File: config.mk
export PLATFORM = sky130hd
export DESIGN_NAME = vend_change_sequencer
export DESIGN_NICKNAME = d
export VERILOG_FILES = /design/src/rtl/vend_change_sequencer.sv
export SDC_FILE = /design/constraint.sdc
export NUM_CORES = 1
export LEC_CHECK = 0
export BUFFER_PORTS_ARGS = -buffer_cell sky130_fd_sc_hd__buf_2
export CAP_MARGIN = 5
export CELL_PAD_IN_SITES_DETAIL_PLACEMENT = 1
export CELL_PAD_IN_SITES_GLOBAL_PLACEMENT = 2
export CORE_UTILIZATION = 34
export DETAILED_ROUTE_END_ITERATION = 10
export GPL_TIMING_DRIVEN = 0
export PLACE_DENSITY = 0.83
export SYNTH_ARGS = -nofsm -noshare
export SYNTH_HDL_FRONTEND = slang
export SYNTH_SLANG_ARGS = --single-unit
File: constraint.sdc
create_clock -name clk -period 3.3 [get_ports clk]
set_clock_uncertainty 0.15 [all_clocks]
set_input_delay 0.495 -clock clk [delete_from_list [all_inputs] [get_ports clk]]
set_output_delay 0.495 -clock clk [all_outputs]
set_load 0.01 [all_outputs]
File: src/rtl/vend_change_sequencer.sv
// Vending transaction controller: accumulates coin credit, checks the price on buy, then
// runs the dispense and coin-return handshakes. Dispenser timeout/refund: VEND_TIMEOUT_EN.
module vend_change_sequencer #(
   parameter int PRICE_A    = 40,
   parameter int PRICE_B    = 45,
   parameter int CREDIT_W   = 8,
   parameter int MAX_CREDIT = 95,
   parameter int DISP_WAIT  = 15
) (
   input  logic                clk,
   input  logic                reset,
   input  logic                coin5,
   input  logic                coin10,
   input  logic                choice,
   input  logic                buy,
   input  logic                cancel,
   output logic                goods_req,
   input  logic                goods_ack,
   output logic                coin_req,
   output logic                coin_sel,
   input  logic                coin_ack,
   output logic                coin_reject,
   output logic                err_short,
   output logic [CREDIT_W-1:0] credit,
   output logic                busy,
   output logic                fault
);

   typedef enum logic [1:0] {IDLE, VEND, CHANGE, GAP} state_t;

   localparam logic [CREDIT_W-1:0] FIVE      = CREDIT_W'(5);
   localparam logic [CREDIT_W-1:0] TEN       = CREDIT_W'(10);
   localparam logic [CREDIT_W-1:0] PRICE_A_C = CREDIT_W'(PRICE_A);
   localparam logic [CREDIT_W-1:0] PRICE_B_C = CREDIT_W'(PRICE_B);

   if ((MAX_CREDIT % 5) != 0 || MAX_CREDIT >= (2 ** CREDIT_W) || DISP_WAIT < 1) begin : g_bad_cfg
      $error("vend_change_sequencer: illegal parameter combination");
   end

   state_t              state, state_nxt;
   logic [CREDIT_W-1:0] credit_nxt;
   logic [CREDIT_W-1:0] price;
   logic                goods_req_nxt, coin_req_nxt, coin_sel_nxt;
   logic                coin_reject_nxt, err_short_nxt, busy_nxt;
   logic                timeout;

   // Sum is formed one bit wider so a coin near the top of the range cannot wrap.
   function automatic logic coin_fits(input logic [CREDIT_W-1:0] cur,
                                      input logic [CREDIT_W-1:0] value);
      logic [CREDIT_W:0] sum;
      sum = {1'b0, cur} + {1'b0, value};
      return sum <= (CREDIT_W + 1)'(MAX_CREDIT);
   endfunction

   assign price = choice ? PRICE_A_C : PRICE_B_C;

`ifdef VEND_TIMEOUT_EN
   localparam int CNT_W = $clog2(DISP_WAIT + 1);

   logic [CNT_W-1:0]    wait_cnt;
   logic [CREDIT_W-1:0] price_lat;

   assign timeout = (state == VEND) && (wait_cnt == CNT_W'(DISP_WAIT - 1));

   always_ff @(posedge clk) begin
      if (reset) begin
         wait_cnt <= '0;
         fault    <= 1'b0;
      end else begin
         fault <= timeout && !goods_ack;
         if (state != VEND)
            wait_cnt <= '0;
         else
            wait_cnt <= wait_cnt + 1'b1;
      end
   end

   // The last priced buy attempt in IDLE is the one that entered VEND.
   always_ff @(posedge clk) begin
      if (state == IDLE && buy && !cancel)
         price_lat <= price;
   end
`else
   assign timeout = 1'b0;
   assign fault   = 1'b0;
`endif

   always_ff @(posedge clk) begin
      if (reset) begin
         state       <= IDLE;
         credit      <= '0;
         goods_req   <= 1'b0;
         coin_req    <= 1'b0;
         coin_sel    <= 1'b0;
         coin_reject <= 1'b0;
         err_short   <= 1'b0;
         busy        <= 1'b0;
      end else begin
         state       <= state_nxt;
         credit      <= credit_nxt;
         goods_req   <= goods_req_nxt;
         coin_req    <= coin_req_nxt;
         coin_sel    <= coin_sel_nxt;
         coin_reject <= coin_reject_nxt;
         err_short   <= err_short_nxt;
         busy        <= busy_nxt;
      end
   end

   always_comb begin
      state_nxt = state;
      case (state)
         IDLE: begin
            if (cancel) begin
               if (credit != '0)
                  state_nxt = CHANGE;
            end else if (buy && credit >= price) begin
               state_nxt = VEND;
            end
         end
         VEND: begin
            if (goods_ack)
               state_nxt = (credit != '0) ? CHANGE : IDLE;
            else if (timeout)
               state_nxt = CHANGE;
         end
         CHANGE:  if (coin_ack) state_nxt = GAP;
         GAP:     state_nxt = (credit != '0) ? CHANGE : IDLE;
         default: state_nxt = IDLE;
      endcase
   end

   always_comb begin
      credit_nxt      = credit;
      coin_reject_nxt = 1'b0;
      err_short_nxt   = 1'b0;
      case (state)
         IDLE: begin
            if (cancel || buy) begin
               coin_reject_nxt = coin5 || coin10;
               if (!cancel) begin
                  if (credit >= price)
                     credit_nxt = credit - price;
                  else
                     err_short_nxt = 1'b1;
               end
            end else if (coin5 && coin10) begin
               coin_reject_nxt = 1'b1;
            end else if (coin5) begin
               if (coin_fits(credit, FIVE))
                  credit_nxt = credit + FIVE;
               else
                  coin_reject_nxt = 1'b1;
            end else if (coin10) begin
               if (coin_fits(credit, TEN))
                  credit_nxt = credit + TEN;
               else
                  coin_reject_nxt = 1'b1;
            end
         end
         VEND: begin
            coin_reject_nxt = coin5 || coin10;
`ifdef VEND_TIMEOUT_EN
            if (timeout && !goods_ack)
               credit_nxt = credit + price_lat;
`endif
         end
         CHANGE: begin
            coin_reject_nxt = coin5 || coin10;
            if (coin_ack)
               credit_nxt = credit - (coin_sel ? TEN : FIVE);
         end
         default: coin_reject_nxt = coin5 || coin10;
      endcase
      goods_req_nxt = (state_nxt == VEND);
      coin_req_nxt  = (state_nxt == CHANGE);
      coin_sel_nxt  = (state_nxt == CHANGE) && (credit_nxt >= TEN);
      busy_nxt      = (state_nxt != IDLE);
   end

endmodule

### After elaboration in Yosys (flattened, before gate mapping)

Cells that the tools add are included.

| operators by class | value |
|---|---|
| add/subtract/negate cells | 6 |
| bitwise gates (word level) | 2 |
| magnitude comparators | 4 |
| reduce and logical (&&, ||, !) cells | 9 |
| equal/unequal tests | 5 |
| mux-type cells | 27 |

Operators by type and width:

| cell | number |
|---|---|
| two-way mux 8 bit | 9 |
| <= comparator 9 x 7 -> 1 bit, second input constant | 2 |
| one-hot mux 8 bit (2 select lines) | 1 |
| two-way mux 2 bit | 6 |
| adder 8 x 3 -> 9 bit, second input constant | 1 |
| adder 8 x 4 -> 9 bit, second input constant | 1 |
| adder 8 x 3 -> 8 bit, second input constant | 1 |
| adder 8 x 4 -> 8 bit, second input constant | 1 |
| greater-or-equal comparator 8 x 4 -> 1 bit, second input constant | 1 |
| greater-or-equal comparator 8 x 6 -> 1 bit | 1 |
| two-way mux 1 bit | 8 |
| one-hot mux 2 bit (4 select lines) | 1 |
| nonzero test 8 bit | 1 |
| subtractor 8 x 4 -> 8 bit | 1 |
| subtractor 8 x 6 -> 8 bit | 1 |
| equality test 2 bit, second input constant | 3 |
| equality test 2 x 1 -> 1 bit, second input constant | 2 |
| two-way mux 4 bit | 1 |
| OR reduction 4 bit | 1 |
| logical AND 1 bit | 3 |
| two-way mux 3 bit | 1 |
| zero test 2 bit | 1 |
| logical OR 1 bit | 2 |
| NOT 1 bit | 2 |
| nonzero test 2 bit | 1 |

| storage, ports and cells | value |
|---|---|
| flip-flop bits (word level) | 16 |
| word-level logic and storage cells | 61 |

### Longest topological paths before layout

| logic depth | value |
|---|---|
| depth in word-level cells | 10 |
| mapped depth | 12 |
| gate-level depth less buffers | 12 |

### Worst setup path after synthesis

OpenSTA, ideal clock, no wires.

| timing path | value |
|---|---|
| path kind | flip-flop to flip-flop |
| start | register credit[2] |
| end | register coin_sel |
| stages on the path, launching flop included | 12 |
| setup slack | 342 ps |
| library setup time | 139 ps |
| data required time | 3011 ps |
| buffers on the path | 1 |
| data arrival time | 2670 ps |
| cell sequence | dfxtp_1 > buf_6 > inv_1 > ha_1 > a21o_4 > or4_4 > o211ai_4 > a211oi_1 > a41o_1 > o32a_1 > o211ai_2 > a41oi_2 |

| on the way | value |
|---|---|
| longest elaborated chain between the ends | 10 |

RTL lines:

| element | RTL line | source |
|---|---|---|
| from (decl) | 24 | `output logic [CREDIT_W-1:0] credit,` |
| from (signal assigned) | 100 | `credit <= credit_nxt;` |
| adder 8 x 4 -> 9 bit | 51 | `sum = {1'b0, cur} + {1'b0, value};` |
| <= comparator 9 x 7 -> 1 bit | 52 | `return sum <= (CREDIT_W + 1)'(MAX_CREDIT);` |
| two-way mux 8 bit | 155 | `if (coin_fits(credit, TEN))` |
| two-way mux 8 bit | 154 | `end else if (coin10) begin` |
| two-way mux 8 bit | 149 | `end else if (coin5) begin` |
| two-way mux 8 bit | 147 | `end else if (coin5 && coin10) begin` |
| two-way mux 8 bit | 139 | `if (cancel \|\| buy) begin` |
| one-hot mux 8 bit (2 select lines) | 137 | `case (state)` |
| greater-or-equal comparator 8 x 4 -> 1 bit | 177 | `coin_sel_nxt = (state_nxt == CHANGE) && (credit_nxt >= TEN);` |
| logical AND 1 bit * | 177 |  |
| to (signal assigned) | 103 | `coin_sel <= coin_sel_nxt;` |
| to (decl) | 20 | `output logic coin_sel,` |

Mark *: on every way between the ends. The rest lies on a longest branch, timed or not.
A chain may end at the register's enable or synchronous reset.

### Worst setup path in the final report

Ends and elaborated chain as after synthesis.

==> qor.txt <==
Critical path peak fanout - 8
Max_cap viols - 0
Skew-Pair Late Insertion Delay - 0.26 ns
Post-synth top area share - 14.8%
Unrepaired setup endpoints after global routing - no
Area of the die - 6680 µm²
Slew Limit Fails - 0
Mean Syn Cell Area - 7.21 µm²
ANT cells - 0
Worst hold path class - in -> reg
Nets - 354
GRT Resource Usage Total - 24.7%
Register bit total from synthesis - 16
Number of routed nets with antenna violations - 0
Crit path capture type - flip-flop
Area of the core - 6030 µm²
Leading area contributor after synthesis - dfxtp_1
Placed Area - 2360 µm²
CP Cell Sequence - inv_1 -> ha_1 -> a21o_4 -> or4_4 -> o211ai_4 -> a211oi_1 -> a41o_1 -> o32a_1 -> o211ai_2 -> a41oi_2
Tot Pwr - 2.32 mW
Critical path class - reg -> reg
Crit path max-delay family - compound AO/OA/AOI/OAI gates
FF+latch area - 332 µm²
Number of synthesized flops with an enable pin - 0
Routed WL per cell - 19.2 µm
Synth Flop Type - dfxtp_1
Mapped Area - 2160 µm²
Cell Rows - 28
HPWL after detailed placement - 5990 µm
Die height - 81.7 µm
Die X - 81.7 µm
CTS tree - yes
Dominant cells by area after synthesis - dfxtp_1 15%, ha_1 8.1%, nand2_1 5.0%, nor2_1 5.0%, a21oi_1 4.6%
Initial antenna violation count - 0
Worst r2r path cells - 10
DRC viols - 0
TNS Setup - 0 ns
Area of the multi-input gates - 1680 µm²
Vias in the first global route - 2320
Num CTS Buffers - 3
P_leak - 1.01 nW
Power per cell area - 945 nW/µm²
Post-Synthesis Cells - 300
DR pass1 iterations - 4
Vias per inst - 6.05
Overflow after GRT - 0
Longest Clk Path Bufs - 2
Clock transition at path regs - 0.07 ns
Worst R2R Setup Slack - 0.15 ns
IO Port Bufs - 21
CP Launch Type - flip-flop
Via count - 2443
Arr. time, crit path - 3.09 ns
Final Hold Fails - 0
Final worst path period need - 3.15 ns
Async set-reset flop share out of synthesis - 0%
Syn_nets - 324
Max_slew headroom - 47.8%
Post-route cell area - 2460 µm²
Crit path buffers/inverters - 1
Synth warnings - 0
Area grow syn2layout - 13.8%
Fin crit share - 95.5%
Register area share after synthesis - 14.8%
Max frequency - 317 MHz
WP data required - 3.24 ns
Worst slew pin tran - 0.781 ns
Cell depth of the worst setup path - 10
Initial drt markers - 240
Peak VDD IR - 0.000462 V
Outcome - finished clean
Largest net degree at the start of global routing - 16
Top Ports - 24
Drt total wl - 7750 µm
Synth cell count leaders - 29 x nand2_1, 29 x nor2_1, 20 x a21oi_1
GPL Wtd Cong - 0.884
Global-route wire length before repair - 12400 µm
Fillers - 799
Clock sink count - 16
Starting Density - 35.9%
CP max stage delay - 0.53 ns
Critical-path top delay cell - or4_4
Share of layout cells above drive strength 1 - 17.6%
WHS Path Cells - 2
Yosys cell types - 69
Final Setup Violations - 0
Clock root buffer - clkbuf_8
H-tree levels - 1
sequential cells by signal, indices dropped and copies added, names as in the netlist:
signal / count
credit: 8
state: 2
busy: 1
coin_reject: 1
coin_req: 1
coin_sel: 1
err_short: 1
goods_req: 1
timing repair:
action,in CTS,in global routing
resized for setup,4,6
hold buffers,0,0
setup endpoints to repair,1,1
buffers inserted,0,5
pin swaps,2,1
worst register-to-register path, stage by stage (launching register included):
cell and delay [ns]:
dfxtp_4 0.40, inv_1 0.11, ha_1 0.23, a21o_4 0.27
or4_4 0.54, o211ai_4 0.14, a211oi_1 0.11, a41o_1 0.22
o32a_1 0.38, o211ai_2 0.24, a41oi_2 0.20
final cells by class:
| type | instances | area share [%] |
|---|---|---|
| multi-input cells | 246 | 68.3 |
| flip-flops and latches | 16 | 13.5 |
| repair buffers | 26 | 5.80 |
| plain buffers | 25 | 4.37 |
| well taps | 75 | 3.81 |
| clock buffers | 4 | 2.24 |
| inverters | 12 | 1.98 |
through the flow:
step	instances	hold WS, ns	utilization (%)	setup slack, ns
after floorplan	300	0.417	-	0.342
after CTS	399	0.339	40.0	0.0543
after global placement	396	0.512	39.2	-0.0898
after global routing	404	0.342	40.8	0.000942
final	404	0.340	40.8	0.150
after detailed placement	396	0.527	39.2	-0.108
metal layers:
metal	routed length, µm	GRT usage [%]	part of all wire (%)
met1	3680	32.5	47
met2	3590	41.3	46
met3	349	4.67	4.5
met4	135	5.61	1.7
met5	0	0	0
kinds of logic after synthesis:
group	share of synthesized area, %
fa+ha+maj	9.03
flops	14.8
simple gates	27.9
other cells	0.173
xor+xnor	4.05
compound gates	34.1
mux	2.43
buf+inv	7.47
power by group:
| group | internal (mW) | switching (mW) | total [mW] | leakage (nW) |
|---|---|---|---|---|
| combinational | 0.682 | 1.12 | 1.80 | 0.844 |
| clock | 0.106 | 0.0758 | 0.182 | 0.0288 |
| sequential | 0.276 | 0.0676 | 0.344 | 0.134 |
cells in the final DEF, fill, tap and decap left out, types with 3 or more instances in the layout:
| cell type | n |
|---|---|
| xor2_1 | 3 |
| buf_2 | 26 |
| or2_2 | 5 |
| a21o_1 | 4 |
| a31oi_1 | 6 |
| nand3_1 | 11 |
| inv_1 | 11 |
| nor2b_1 | 8 |
| and3_1 | 3 |
| nor4_1 | 4 |
| nor2_1 | 29 |
| buf_4 | 7 |
| o21a_1 | 3 |
| nand4_1 | 8 |
| a21oi_1 | 20 |
| nand2b_1 | 3 |
| ha_1 | 14 |
| or3_1 | 4 |
| xnor2_1 | 7 |
| a311oi_1 | 4 |
| clkbuf_8 | 4 |
| buf_1 | 3 |
| dfxtp_1 | 13 |
| a211oi_1 | 9 |
| clkbuf_1 | 15 |
| nor3_1 | 7 |
| mux2i_1 | 3 |
| dfxtp_4 | 3 |
| nand2_1 | 29 |
| o211ai_1 | 5 |
| o21ai_0 | 6 |
path summary, 6_finish.rpt:
kind / start / to
setup / recovery: credit[2]$_SDFF_PP0_ / coin_sel$_SDFF_PP0_
hold reg to reg: credit[0]$_SDFF_PP0_ / credit[0]$_SDFF_PP0_
setup reg to reg: credit[2]$_SDFF_PP0_ / coin_sel$_SDFF_PP0_
hold / removal: reset / credit[1]$_SDFF_PP0_
(Power assumes the default switching activity.)
